[src/rtl/seg_scan_ctrl_pkg.sv]
// ---------------------------------------------------------------------------
// seg_scan_pkg
// Shared types and constants for the seven-segment scan controller.
//   scan_state_e : scan FSM states (IDLE, BLANK, SHOW)
//   SEG_BLANK    : active-low code with every segment dark
//   SEG_DASH     : active-low code with only segment g lit
//   BCD_MAX      : largest legal BCD digit value
// ---------------------------------------------------------------------------
package seg_scan_pkg;

  typedef enum logic [1:0] {
    IDLE,
    BLANK,
    SHOW
  } scan_state_e;

  localparam logic [6:0] SEG_BLANK = 7'h7F;
  localparam logic [6:0] SEG_DASH  = 7'h3F;
  localparam logic [3:0] BCD_MAX   = 4'd9;

endpackage

[src/rtl/seg_scan_ctrl_if.sv]
// ---------------------------------------------------------------------------
// seg_scan_ctrl_if
// Bundles the application-side and display-side signals of the scan
// controller.
//   enable     : scanning runs while high
//   load       : single-cycle strobe capturing digits_in
//   digits_in  : packed BCD, digit k at [4k+3:4k]
//   digit_bcd  : digit presented to the shared external decoder
//   seg_in     : active-low segments returned by the shared decoder
//   seg_out    : registered active-low segment pins
//   an_n       : registered active-low anode enables
//   frame_done : one-cycle pulse after the last digit of a frame
// Modports: master = application/decoder side, slave = scan controller.
// ---------------------------------------------------------------------------
interface seg_scan_ctrl_if #(
  parameter int NUM_DIGITS = 4
);

  logic                      enable;
  logic                      load;
  logic [4*NUM_DIGITS-1:0]   digits_in;
  logic [3:0]                digit_bcd;
  logic [6:0]                seg_in;
  logic [6:0]                seg_out;
  logic [NUM_DIGITS-1:0]     an_n;
  logic                      frame_done;

  modport master (
    output enable, load, digits_in, seg_in,
    input  digit_bcd, seg_out, an_n, frame_done
  );

  modport slave (
    input  enable, load, digits_in, seg_in,
    output digit_bcd, seg_out, an_n, frame_done
  );

endinterface

[src/rtl/seg_scan_ctrl_lz_mask.sv]
// ---------------------------------------------------------------------------
// seg_lz_mask
// Combinational segment masking for the digit currently being scanned.
//   shadow_i : packed BCD frame contents, digit k at [4k+3:4k]
//   idx_i    : position being scanned
//   seg_i    : active-low segments from the shared decoder
//   seg_o    : active-low segments after masking
// Rules, first match wins: a non-BCD digit shows a dash; with LZ_BLANK set,
// a zero at a non-zero position whose higher digits are all zero is dark;
// otherwise the decoder output passes through.
// ---------------------------------------------------------------------------
module seg_lz_mask
  import seg_scan_pkg::*;
#(
  parameter int NUM_DIGITS = 4,
  parameter int IDX_W      = 2,
  parameter int LZ_BLANK   = 1
) (
  input  logic [4*NUM_DIGITS-1:0] shadow_i,
  input  logic [IDX_W-1:0]        idx_i,
  input  logic [6:0]              seg_i,
  output logic [6:0]              seg_o
);

  logic [3:0] digit;
  logic       upperZero;

  // upperZero is true when this position and every position above it hold
  // zero, i.e. the digit is a leading zero of the displayed number.
  always_comb begin
    digit     = shadow_i[{idx_i, 2'b00} +: 4];
    upperZero = 1'b1;
    for (int k = 0; k < NUM_DIGITS; k++) begin
      if (k >= int'(idx_i) && shadow_i[4*k +: 4] != 4'd0) begin
        upperZero = 1'b0;
      end
    end
    if (digit > BCD_MAX) begin
      seg_o = SEG_DASH;
    end else if (LZ_BLANK != 0 && idx_i != '0 && upperZero) begin
      seg_o = SEG_BLANK;
    end else begin
      seg_o = seg_i;
    end
  end

endmodule

[src/rtl/seg_scan_ctrl.sv]
// ---------------------------------------------------------------------------
// seg_scan_ctrl
// Time-multiplexed scan controller for a common-anode seven-segment display.
// One external BCD decoder is shared by all positions: digit_bcd is driven
// during the blanking gap so seg_in is settled before the anode turns on.
//   clk   : system clock
//   rst_n : asynchronous active-low reset
//   bus   : seg_scan_ctrl_if slave modport (load/enable in, display out)
// New digits are staged in a pending register and only copied into the
// displayed shadow copy at a frame boundary, so a frame never tears.
// ---------------------------------------------------------------------------
module seg_scan_ctrl
  import seg_scan_pkg::*;
#(
  parameter int NUM_DIGITS   = 4,
  parameter int DWELL_CYCLES = 3000,
  parameter int BLANK_CYCLES = 16,
  parameter int LZ_BLANK     = 1
) (
  input  logic           clk,
  input  logic           rst_n,
  seg_scan_ctrl_if.slave bus
);

  localparam int MAX_CYC = (DWELL_CYCLES > BLANK_CYCLES) ? DWELL_CYCLES : BLANK_CYCLES;
  localparam int CNT_W   = $clog2(MAX_CYC + 1);
  localparam int IDX_W   = (NUM_DIGITS > 1) ? $clog2(NUM_DIGITS) : 1;

  scan_state_e             state_q, state_d;
  logic [IDX_W-1:0]        idx_q, idx_d;
  logic [CNT_W-1:0]        cnt_q, cnt_d;
  logic [4*NUM_DIGITS-1:0] shadow_q, shadow_d;
  logic [4*NUM_DIGITS-1:0] pending_q, pending_d;
  logic                    pendValid_q, pendValid_d;
  logic [6:0]              seg_q, seg_d;
  logic [NUM_DIGITS-1:0]   an_q, an_d;
  logic                    frameDone_q, frameDone_d;
  logic                    boundary;
  logic [6:0]              maskedSeg;

  seg_lz_mask #(
    .NUM_DIGITS (NUM_DIGITS),
    .IDX_W      (IDX_W),
    .LZ_BLANK   (LZ_BLANK)
  ) u_mask (
    .shadow_i (shadow_q),
    .idx_i    (idx_q),
    .seg_i    (bus.seg_in),
    .seg_o    (maskedSeg)
  );

  // State and output registers; everything visible on the pins comes from
  // here, so there is no combinational path from seg_in to seg_out.
  always_ff @(posedge clk or negedge rst_n) begin
    if (!rst_n) begin
      state_q     <= IDLE;
      idx_q       <= '0;
      cnt_q       <= '0;
      shadow_q    <= '0;
      pending_q   <= '0;
      pendValid_q <= 1'b0;
      seg_q       <= SEG_BLANK;
      an_q        <= '1;
      frameDone_q <= 1'b0;
    end else begin
      state_q     <= state_d;
      idx_q       <= idx_d;
      cnt_q       <= cnt_d;
      shadow_q    <= shadow_d;
      pending_q   <= pending_d;
      pendValid_q <= pendValid_d;
      seg_q       <= seg_d;
      an_q        <= an_d;
      frameDone_q <= frameDone_d;
    end
  end

  // Next-state logic. Outputs are computed from the next state so the
  // registered pins line up exactly with the state they describe.
  always_comb begin
    state_d     = state_q;
    idx_d       = idx_q;
    cnt_d       = cnt_q;
    shadow_d    = shadow_q;
    pending_d   = pending_q;
    pendValid_d = pendValid_q;
    seg_d       = SEG_BLANK;
    an_d        = '1;
    frameDone_d = 1'b0;
    boundary    = 1'b0;

    if (!bus.enable) begin
      state_d = IDLE;
      idx_d   = '0;
      cnt_d   = '0;
    end else begin
      case (state_q)
        IDLE: begin
          state_d  = BLANK;
          idx_d    = '0;
          cnt_d    = '0;
          boundary = 1'b1;
        end
        BLANK: begin
          if (cnt_q == CNT_W'(BLANK_CYCLES - 1)) begin
            state_d = SHOW;
            cnt_d   = '0;
          end else begin
            cnt_d = cnt_q + 1'b1;
          end
        end
        SHOW: begin
          if (cnt_q == CNT_W'(DWELL_CYCLES - 1)) begin
            state_d = BLANK;
            cnt_d   = '0;
            if (idx_q == IDX_W'(NUM_DIGITS - 1)) begin
              idx_d       = '0;
              frameDone_d = 1'b1;
              boundary    = 1'b1;
            end else begin
              idx_d = idx_q + 1'b1;
            end
          end else begin
            cnt_d = cnt_q + 1'b1;
          end
        end
        default: begin
          state_d = IDLE;
          idx_d   = '0;
          cnt_d   = '0;
        end
      endcase
    end

    // A load coinciding with a frame boundary bypasses the pending stage.
    if (boundary) begin
      if (bus.load) begin
        shadow_d = bus.digits_in;
      end else if (pendValid_q) begin
        shadow_d = pending_q;
      end
      pendValid_d = 1'b0;
    end else if (bus.load) begin
      pending_d   = bus.digits_in;
      pendValid_d = 1'b1;
    end

    // idx is stable across BLANK->SHOW and within SHOW, so idx_q selects
    // the anode and the mask for the slot being entered.
    if (state_d == SHOW) begin
      an_d  = ~(NUM_DIGITS'(1) << idx_q);
      seg_d = maskedSeg;
    end
  end

  assign bus.digit_bcd  = shadow_q[{idx_q, 2'b00} +: 4];
  assign bus.seg_out    = seg_q;
  assign bus.an_n       = an_q;
  assign bus.frame_done = frameDone_q;

endmodule

[src/flat_wrapper.sv]
// flat-port wrapper written by rule: the top's interface ports become plain ports
module seg_scan_ctrl_flat import seg_scan_pkg::*;
#(
  parameter int NUM_DIGITS   = 4,
  parameter int DWELL_CYCLES = 3000,
  parameter int BLANK_CYCLES = 16,
  parameter int LZ_BLANK     = 1
)
  (clk, rst_n, bus_enable, bus_load, bus_digits_in, bus_seg_in, bus_digit_bcd, bus_seg_out, bus_an_n, bus_frame_done);
  seg_scan_ctrl_if #(.NUM_DIGITS(NUM_DIGITS)) bus_i ();
  input  logic clk;
  input  logic rst_n;
  input wire logic [$bits(bus_i.enable)-1:0] bus_enable;
  input wire logic [$bits(bus_i.load)-1:0] bus_load;
  input wire logic [$bits(bus_i.digits_in)-1:0] bus_digits_in;
  input wire logic [$bits(bus_i.seg_in)-1:0] bus_seg_in;
  output wire logic [$bits(bus_i.digit_bcd)-1:0] bus_digit_bcd;
  output wire logic [$bits(bus_i.seg_out)-1:0] bus_seg_out;
  output wire logic [$bits(bus_i.an_n)-1:0] bus_an_n;
  output wire logic [$bits(bus_i.frame_done)-1:0] bus_frame_done;
  assign bus_i.enable = bus_enable;
  assign bus_i.load = bus_load;
  assign bus_i.digits_in = bus_digits_in;
  assign bus_i.seg_in = bus_seg_in;
  assign bus_digit_bcd = bus_i.digit_bcd;
  assign bus_seg_out = bus_i.seg_out;
  assign bus_an_n = bus_i.an_n;
  assign bus_frame_done = bus_i.frame_done;
  seg_scan_ctrl #(.NUM_DIGITS(NUM_DIGITS), .DWELL_CYCLES(DWELL_CYCLES), .BLANK_CYCLES(BLANK_CYCLES), .LZ_BLANK(LZ_BLANK)) u_core (.clk(clk), .rst_n(rst_n), .bus(bus_i));
endmodule
[config.mk]
export PLATFORM = sky130hd
export DESIGN_NAME = seg_scan_ctrl_flat
export DESIGN_NICKNAME = d
export VERILOG_FILES = /design/src/rtl/seg_scan_ctrl_pkg.sv /design/src/rtl/seg_scan_ctrl_if.sv /design/src/rtl/seg_scan_ctrl_lz_mask.sv /design/src/rtl/seg_scan_ctrl.sv /design/src/flat_wrapper.sv
export SDC_FILE = /design/constraint.sdc
export NUM_CORES = 1
export LEC_CHECK = 0
export BUFFER_PORTS_ARGS = -buffer_cell sky130_fd_sc_hd__buf_4
export CORE_ASPECT_RATIO = 1.75
export CORE_MARGIN = 10
export CORE_UTILIZATION = 50
export DETAILED_ROUTE_END_ITERATION = 12
export PLACE_DENSITY = 0.71
export SLEW_MARGIN = 15
export SYNTH_ARGS = -nofsm -noshare
export SYNTH_HDL_FRONTEND = slang
export SYNTH_SLANG_ARGS = --single-unit
[constraint.sdc]
create_clock -name clk -period 2.6 [get_ports clk]
set_input_delay 0.52 -clock clk [delete_from_list [all_inputs] [get_ports clk]]
set_output_delay 0.52 -clock clk [all_outputs]
set_load 0.02 [all_outputs]
; ---- Word level (Yosys, flattened, before mapping)
; Cells that the tools add are included.
[classes]
addsub = 2
multipliers = 0
div = 0
n_lt_le_gt_ge = 4
n_eq_ne = 8
shift = 2
mux = 30
bitwise_logic = 2
reduce_logical = 15
[ops]
columns = operator, count
row1 = 12-bit two-way mux, 3
row2 = 16-bit two-way mux, 2
row3 = 12-bit case mux with 2 select lines, 1
row4 = 7-bit two-way mux, 3
row5 = 4-bit nonzero test, 4
row6 = 16-bit by 5-bit variable part select with 4-bit output, 1
row7 = "12-bit by 1-bit adder with 12-bit output, second input constant", 1
row8 = "12-bit == test, second input constant", 1
row9 = "12-bit by 4-bit == test with 1-bit output, second input constant", 1
row10 = 2-bit two-way mux, 6
row11 = 1-bit two-way mux, 11
row12 = "2-bit == test, second input constant", 3
row13 = 2-bit case mux with 3 select lines, 1
row14 = 2-bit AND reduction, 3
row15 = 2-bit nonzero test, 3
row16 = "1-bit by 2-bit greater-or-equal comparator with 1-bit output, first input constant", 2
row17 = "4-bit > comparator, second input constant", 1
row18 = 1-bit logical AND, 4
row19 = 4-bit two-way mux, 1
row20 = 4-bit NOT, 1
row21 = 2-bit case mux with 2 select lines, 1
row22 = "1-bit by 2-bit left shift with 4-bit output, first input constant", 1
row23 = "3-bit by 2-bit inequality test with 1-bit output, second input constant", 1
row24 = "2-bit by 1-bit adder with 2-bit output, second input constant", 1
row25 = other kinds (6), 6
[totals]
reg_bits = 61
latch_bits = 0
ram_bits = 0
romBits = 0
inputBits = 27
out_inout_bits = 16
wordCells = 72
memories = 0

; ---- Depth between registers and ports, before layout
; Gate-level depths: netlist of the first run.
[logic_depth]
word_depth = 10
ltp_mapped = 7
ltp_nobuf = 6

; ---- By module
; From an unflattened synthesis of the first run, not the netlist that was laid out.
[hier_totals]
hier_cells = 269
area_unflattened_um2 = 3086.7
[modules_own_cells]
columns = module, instances, cells_each, area_per_inst_um2
row1 = seg_scan_ctrl, 1, 245, 2924.1
row2 = seg_lz_mask, 1, 24, 162.7

; ---- Worst setup path after synthesis of the first run
; OpenSTA, ideal clock, no wires.
[synth_path]
path_type = register to register
from = reg u_core.idx_q[0]
to = reg u_core.seg_q[6] (netlist: u_core.bus.seg_out[6])
setup_time_ps = 84
t_arrival_ps = 1994
slack_ps = 522
path_stages_with_launch = 8
path_buffers = 1
synth_period_minus_slack_ps = 2078
cell_sequence = dfrtp_1 clkbuf_1 inv_1 ha_1 or4_1 nor2_1 a21oi_1 o2111ai_1
[synth_between]
elab_chain_cells = 10
word_cells_on_any_way = 17
cone_classes = order compare: 4 / shift: 1 / mux: 7 / reduce/logical: 5
[synth_rtl]
columns = item, line_no
row1 = from (decl), seg_scan_ctrl.sv:30  ; logic [IDX_W-1:0] idx_q, idx_d;
row2 = from (signal assigned), seg_scan_ctrl.sv:67  ; idx_q <= idx_d;
row3 = 1-bit by 2-bit greater-or-equal comparator with 1-bit output, seg_scan_ctrl_lz_mask.sv:34  ; if (k >= int'(idx_i) && shadow_i[4*k +: 4] != 4'd0) begin
row4 = 1-bit logical AND, seg_scan_ctrl_lz_mask.sv:34
row5 = 1-bit two-way mux (4 in series), seg_scan_ctrl_lz_mask.sv:34
row6 = 1-bit logical AND, seg_scan_ctrl_lz_mask.sv:40  ; end else if (LZ_BLANK != 0 && idx_i != '0 && upperZero) begin
row7 = 7-bit two-way mux, seg_scan_ctrl_lz_mask.sv:40
row8 = 7-bit two-way mux (*), seg_scan_ctrl_lz_mask.sv:38  ; if (digit > BCD_MAX) begin
row9 = 7-bit two-way mux (*), seg_scan_ctrl.sv:150  ; if (state_d == SHOW) begin
row10 = named net u_core.seg_d[6], seg_scan_ctrl.sv:35  ; logic [6:0] seg_q, seg_d;
row11 = to (signal assigned), seg_scan_ctrl.sv:72  ; seg_q <= seg_d;
row12 = to (decl), seg_scan_ctrl.sv:35
; Mark *: on every way through the listed nets, which the timed path passes. The rest lies on a longest branch.
; A chain may end at the register's enable or synchronous reset.

; ---- Worst setup path after layout of the first run
[layout_path]
from = reg u_core.cnt_q[0]
to = reg u_core.pending_q[7]
[layout_between]
elab_chain_cells = 6
[layout_rtl]
columns = item, line_no
row1 = from (decl), seg_scan_ctrl.sv:31  ; logic [CNT_W-1:0] cnt_q, cnt_d;
row2 = from (signal assigned), seg_scan_ctrl.sv:68  ; cnt_q <= cnt_d;
row3 = 12-bit == test, seg_scan_ctrl.sv:113  ; if (cnt_q == CNT_W'(DWELL_CYCLES - 1)) begin
row4 = 1-bit two-way mux, seg_scan_ctrl.sv:113
row5 = 1-bit case mux with 2 select lines, seg_scan_ctrl.sv:97  ; case (state_q)
row6 = 1-bit two-way mux, seg_scan_ctrl.sv:92  ; if (!bus.enable) begin
row7 = 1-bit NOT (no source line), n/a
row8 = 2-bit AND reduction (no source line), n/a
row9 = to (signal assigned), seg_scan_ctrl.sv:70  ; pending_q <= pending_d;
row10 = to (decl), seg_scan_ctrl.sv:33  ; logic [4*NUM_DIGITS-1:0] pending_q, pending_d;
; No other way between the ends.

==> results of run 1 <==
[area by class of cell]
cell class                      instances  area [um^2]
Sequential cell                        61         1540
Multi-Input combinational cell        175         1344
Tap cell                               80        100.1
Clock inverter                          1        5.005
Timing Repair Buffer                   49        367.9
Fill cell                             544         2439
Inverter                               43        161.4
Clock buffer                           15        176.4
[state kept, by name, indices dropped and copies added, names as in the netlist]
| register | flops |
|---|---|
| u_core.bus.an_n | 4 |
| u_core.bus.frame_done | 1 |
| u_core.bus.seg_out | 7 |
| u_core.cnt_q | 12 |
| u_core.idx_q | 2 |
| u_core.pendValid_q | 1 |
| u_core.pending_q | 16 |
| u_core.shadow_q | 16 |
| u_core.state_q | 2 |
[cells in the final DEF, fill, tap and decap left out, types with 8 or more instances in the layout]
cell,netlist,routed
dfrtp_1,50,50
buf_4,1,49
inv_1,43,43
nand3_1,21,21
nor2_1,18,18
o21ai_0,18,18
mux2_2,16,16
nand4_1,14,14
clkbuf_8,0,12
dfstp_2,11,11
a22oi_2,10,10
ha_1,10,10
xnor2_1,8,8
[critical path, cell delays in order (launching register included)]
cell      delay, ns
dfrtp_1        0.39
ha_1           0.28
nand4b_2       0.17
or4_4          0.59
nand3_2        0.32
mux2_2         0.38
[power by group through the flow]
stage               Sequential, mW  Combinational [mW]  Clock [mW]
CTS                           1.11               0.351       0.792
detailed placement            1.13               0.350           0
global route                  1.12               0.386       0.828
floorplan                     1.10               0.251           0
finish                        1.11               0.345       0.768
global placement              1.13               0.341           0
[metrics by stage]
step | power, mW | instance area (um^2) | instances | util [%] | setup WS [ns]
after global placement | 1.468 | 3513 | 408 | 57.28 | 0.4223
after floorplan | 1.347 | 3123 | 294 | - | 0.5215
after CTS | 2.256 | 3695 | 424 | 60.24 | 0.3418
after global routing | 2.338 | 3695 | 424 | 60.24 | 0.2099
final | 2.225 | 3695 | 424 | 60.24 | 0.3474
after detailed placement | 1.480 | 3513 | 408 | 57.28 | 0.3552
[cells by family (layout without fill, tap and decap cells)]
kind of cell | count (synthesis) | after routing | share of synthesized area, %
AO/OA/AOI/OAI | 56 | 56 | 13.58
XOR/XNOR | 10 | 10 | 2.805
adder cells (fa/ha/maj) | 10 | 10 | 4.006
buffers and inverters | 58 | 108 | 7.652
flip-flops | 61 | 61 | 49.32
multiplexers | 20 | 20 | 8.654
AND/OR/NAND/NOR | 79 | 79 | 13.98
[metal layers]
layer,GRT usage (%),vias to the layer above
li1,-,1123
met1,15.33,1118
met2,24.21,40
met3,3.757,15
met4,8.333,0
met5,0,-
[cells in the mapped netlist (all sizes together)]
master | instances | area, um^2
dfrtp | 50 | 1251
inv | 43 | 161.4
nand3 | 23 | 125.1
nor2 | 18 | 67.56
o21ai | 18 | 90.09
a22oi | 16 | 170.2
mux2 | 16 | 180.2
nand4 | 14 | 87.58
clkbuf | 12 | 47.55
dfstp | 11 | 289.0
ha | 10 | 125.1
xnor2 | 8 | 70.07
a211oi | 6 | 45.04
a21oi | 6 | 30.03
nor4 | 5 | 31.28
mux4 | 4 | 90.09
nand2 | 4 | 15.01
nor3 | 4 | 20.02
buf | 3 | 30.03
and3 | 2 | 12.51
or4 | 2 | 18.77
xor2 | 2 | 17.52
a21bo | 1 | 16.27
a41oi | 1 | 8.760
and2 | 1 | 6.260
nand2b | 1 | 6.260
nand3b | 1 | 7.510
nand4b | 1 | 15.01
nand4bb | 1 | 11.26
nor2b | 1 | 6.260
o2111ai | 1 | 8.760
o211ai | 1 | 7.510
o21a | 1 | 7.510
o22a | 1 | 8.760
o22ai | 1 | 6.260
o31a | 1 | 8.760
o31ai | 1 | 7.510
o41ai | 1 | 8.760
or2 | 1 | 6.260
[worst paths after layout]
check,cells past startpoint,slack [ns],from,endpoint
max in group asynchronous,1,1.85,rst_n,u_core.bus.frame_done
hold / removal,1,0.23,rst_n,u_core.cnt_q[4]
min in group clk,3,0.40,bus_seg_in[5],u_core.bus.seg_out[5]
hold reg to reg,1,0.49,u_core.cnt_q[0],u_core.cnt_q[0]
setup / recovery,5,0.35,u_core.cnt_q[0],u_core.pending_q[7]
setup reg to reg,5,0.35,u_core.cnt_q[0],u_core.pending_q[7]
==> flow_summary.json, run 1 <==
{
  "sw_frac_of_total_pct": 26.51,
  "die_y_um": 124.6,
  "grtUsageTotal_pct": 14.32,
  "required_ns": 2.82,
  "met3_length_um": 263,
  "grt_max_degree": 62,
  "postCtsHoldBufs": 0,
  "diodes": 0,
  "clockRootBuffer": "clkbuf_8",
  "slew_violations": 0,
  "final_layout_size_suffix_gt1_share_pct": 31.69,
  "cts_tree": "built",
  "critPathMaxFanout": 16,
  "powerDensity_mw_per_mm2": 602.2,
  "synth-seq-cells": 61,
  "cts_buffers": 9,
  "top_layer": "met4",
  "cts_resized": 0,
  "viasPerCell": 5.415,
  "htreeDepth": 3,
  "hold-worst-slack_ns": 0.2330,
  "area_delta_synth_final_pct": 18.31,
  "clock_latency_ns": 0.35,
  "first_iter_violations": 169,
  "period_needed_ns": 2.253,
  "final_hold_viol_count": 0,
  "antenna_left": 0,
  "post_cts_buffers": 0,
  "skew_ns": 0.01099,
  "status": "finished clean",
  "setup_violations": 0,
  "grt_pass1_vias": 2431,
  "core-area_mm2": 0.006133,
  "wl_met1_mm": 2.416,
  "port_buffers": 42,
  "synthesis.area_mm2": 0.003123,
  "grt_pass1_wl_mm": 11.37,
  "netlist_instances": 294,
  "p_leak_nw": 1.645,
  "syn_nets": 331,
  "tightest_slew_ns": 0.8039,
  "synth_area_per_cell_um2": 10.62,
  "synth.distinct_cells": 44,
  "cap_violations": 0,
  "critical_path_class": "flip-flop to flip-flop",
  "wl_met2_mm": 3.625,
  "ios": 43,
  "rsz0062_at_grt": "false",
  "min_period_over_period_pct": 86.64,
  "cts.sinks": 61,
  "die_width_um": 79.74,
  "path_clk_slew_ns": 0.06,
  "synth_warnings": 0,
  "grt_overflow": 0,
  "gp_congestion": 0.8507,
  "netSwitchingPower_mw": 0.5899,
  "wirelength_mm": 6.508,
  "hold_class": "primary input to asynchronous set/reset pin",
  "p_int_mw": 1.635,
  "irDropWorstVdd_uv": 448.1,
  "ys_seq_area_share_pct": 49.32,
  "antenna_found_initial": 0,
  "power_frac_clock_pct": 34.5,
  "start_util_pct": 50.92,
  "crit_path_end_kind": "flip-flop",
  "final_nets": 376,
  "detail_route.wl_per_cell_um": 15.35,
  "dr.pass1.iters": 4,
  "arrival_ns": 2.48,
  "drc_errors": 0,
  "comb_power_share_pct": 15.5,
  "die-area_mm2": 0.009932,
  "num_rows": 38,
  "vias": 2296,
  "place_hpwl_mm": 4.942,
  "clockBufferDepth": 2,
  "power_frac_seq_pct": 50.0,
  "startpoint_type": "flip-flop",
  "fmax_mhz": 443.9,
  "setup_tns_ns": 0,
  "slew_headroom_pct": 46.41
}
Power figures use the tool's default switching activity.
==> run 2, diff against run 1 <==
- RECOVER_POWER: unset -> 50
==> run 2 against run 1 <==
Effect of this change:
- clock-buffer cell count is the same
- die area stayed put
- worst hold slack better by 0.17 ns
- design area decreased by 0.78%
- critical path depth stayed put
- first-iteration DRC count stayed put
- total power is essentially flat
- utilization decreased by 0.47 points
- largest cell class unchanged
- largest power group unchanged
==> flow_summary.json, run 2 (same netlist as run 1, synthesis figures left out) <==
{
  "p_leak_nw": 1.623,
  "path_cells": "ha_1, nand4b_2, or4_4, nand3_2, mux2_2",
  "crit_buf_inv": 0,
  "final_nets": 376,
  "critical_path_class": "flip-flop to flip-flop",
  "cts_resized": 0,
  "rsz0062_at_grt": "false",
  "hold_class": "primary input to flip-flop",
  "htreeDepth": 3,
  "cap_violations": 0,
  "setup_violations": 0,
  "slew_headroom_pct": 1.460,
  "grt_overflow": 0,
  "hold-worst-slack_ns": 0.3998,
  "antenna_found_initial": 0,
  "vias": 2296,
  "mostFrequentLayoutCells": "dfrtp_1, inv_1, buf_4, nand3_1",
  "r2r_setup_slack_ns": 0.35,
  "period_needed_ns": 2.253,
  "grtUsageTotal_pct": 14.32,
  "dr.pass1.iters": 4,
  "diodes": 0,
  "final_common_cell": "dfrtp_1",
  "irDropWorstVdd_uv": 448.2,
  "cts_buffers": 9,
  "core-area_mm2": 0.006133,
  "crit_family": "simple AND/OR/NAND/NOR gates",
  "antenna_left": 0,
  "critPathMaxFanout": 16,
  "gp_congestion": 0.8507,
  "wirelength_mm": 6.519,
  "area_delta_synth_final_pct": 17.39,
  "power_mw": 2.225,
  "viasPerCell": 5.415,
  "start_util_pct": 50.92,
  "detail_route.wl_per_cell_um": 15.38,
  "clockBufferDepth": 2,
  "setup_tns_ns": 0,
  "clock_latency_ns": 0.35,
  "slowest_delay_ns": 0.59,
  "die_y_um": 124.6,
  "die-area_mm2": 0.009932,
  "arrival_ns": 2.48,
  "clockRootBuffer": "clkbuf_8",
  "ios": 43,
  "port_buffers": 42,
  "crit_slowest_cell": "or4_4",
  "first_iter_violations": 169,
  "post_cts_buffers": 0,
  "place_hpwl_mm": 4.942,
  "powerDensity_mw_per_mm2": 606.8,
  "grt_max_degree": 62,
  "status": "finished clean",
  "slew_violations": 0,
  "fmax_mhz": 443.9,
  "drc_errors": 0,
  "final_hold_viol_count": 0,
  "die_width_um": 79.74,
  "crit_path_end_kind": "flip-flop",
  "tightest_slew_ns": 1.478,
  "path_clk_slew_ns": 0.07,
  "min_period_over_period_pct": 86.64,
  "grt_pass1_wl_mm": 11.37,
  "grt_pass1_vias": 2431,
  "startpoint_type": "flip-flop",
  "postCtsHoldBufs": 0,
  "required_ns": 2.82,
  "place_area_mm2": 0.003513,
  "largest_registers": "u_core.pending_q x16, u_core.shadow_q x16, u_core.cnt_q x12",
  "num_rows": 38,
  "cts_tree": "built",
  "fin_area_mm2": 0.003666,
  "final_layout_size_suffix_gt1_share_pct": 29.65,
  "cts.sinks": 61,
  "fillers": 553,
  "skew_ns": 0.01099
}
[run 2: final cells by class]
class / count / area [um^2] / area share, %
Clock inverter: 1 / 5.005 / 0.1365
Clock buffer: 15 / 176.4 / 4.812
Timing Repair Buffer: 49 / 339.1 / 9.249
Tap cell: 80 / 100.1 / 2.730
Sequential cell: 61 / 1540 / 42.01
Inverter: 43 / 161.4 / 4.403
Multi-Input combinational cell: 175 / 1344 / 36.66
[run 2: metrics by stage]
stage                     setup WS [ns]  utilization, %  cells
after detailed placement         0.3552           57.28    408
after global routing             0.2099           59.77    424
final                            0.3474           59.77    424
after CTS                        0.3418           60.24    424
after global placement           0.4223           57.28    408
after floorplan                  0.5215               -    294
[run 2: worst reg2reg max path, stage by stage, from the launching register on]
cell and delay, ns:
dfrtp_1 0.39, ha_1 0.28, nand4b_2 0.17, or4_4 0.59, nand3_2 0.32, mux2_2 0.38
[run 2: per-layer routing]
| metal | vias up | share of wire, % | wire, um | global-route usage, % |
|---|---|---|---|---|
| li1 | 1123 | - | - | - |
| met1 | 1118 | 37 | 2426 | 15.33 |
| met2 | 40 | 56 | 3624 | 24.21 |
| met3 | 15 | 4.1 | 266 | 3.757 |
| met4 | 0 | 3.1 | 202 | 8.333 |
| met5 | - | 0 | 0 | 0 |
[run 2: power breakdown]
| group | internal (mW) | switching [mW] | total (mW) |
|---|---|---|---|
| clock network | 0.424 | 0.344 | 0.768 |
| logic | 0.170 | 0.175 | 0.345 |
| registers | 1.04 | 0.0708 | 1.11 |
[run 2: path summary, 6_finish.rpt]
path | startpoint | end | cells past startpoint
max reg2reg | u_core.cnt_q[0] | u_core.pending_q[7] | 5
min in group asynchronous | rst_n | u_core.cnt_q[4] | 1
max in group asynchronous | rst_n | u_core.bus.frame_done | 1
min reg2reg | u_core.cnt_q[0] | u_core.cnt_q[0] | 1
max | u_core.cnt_q[0] | u_core.pending_q[7] | 5
min | bus_seg_in[5] | u_core.bus.seg_out[5] | 3
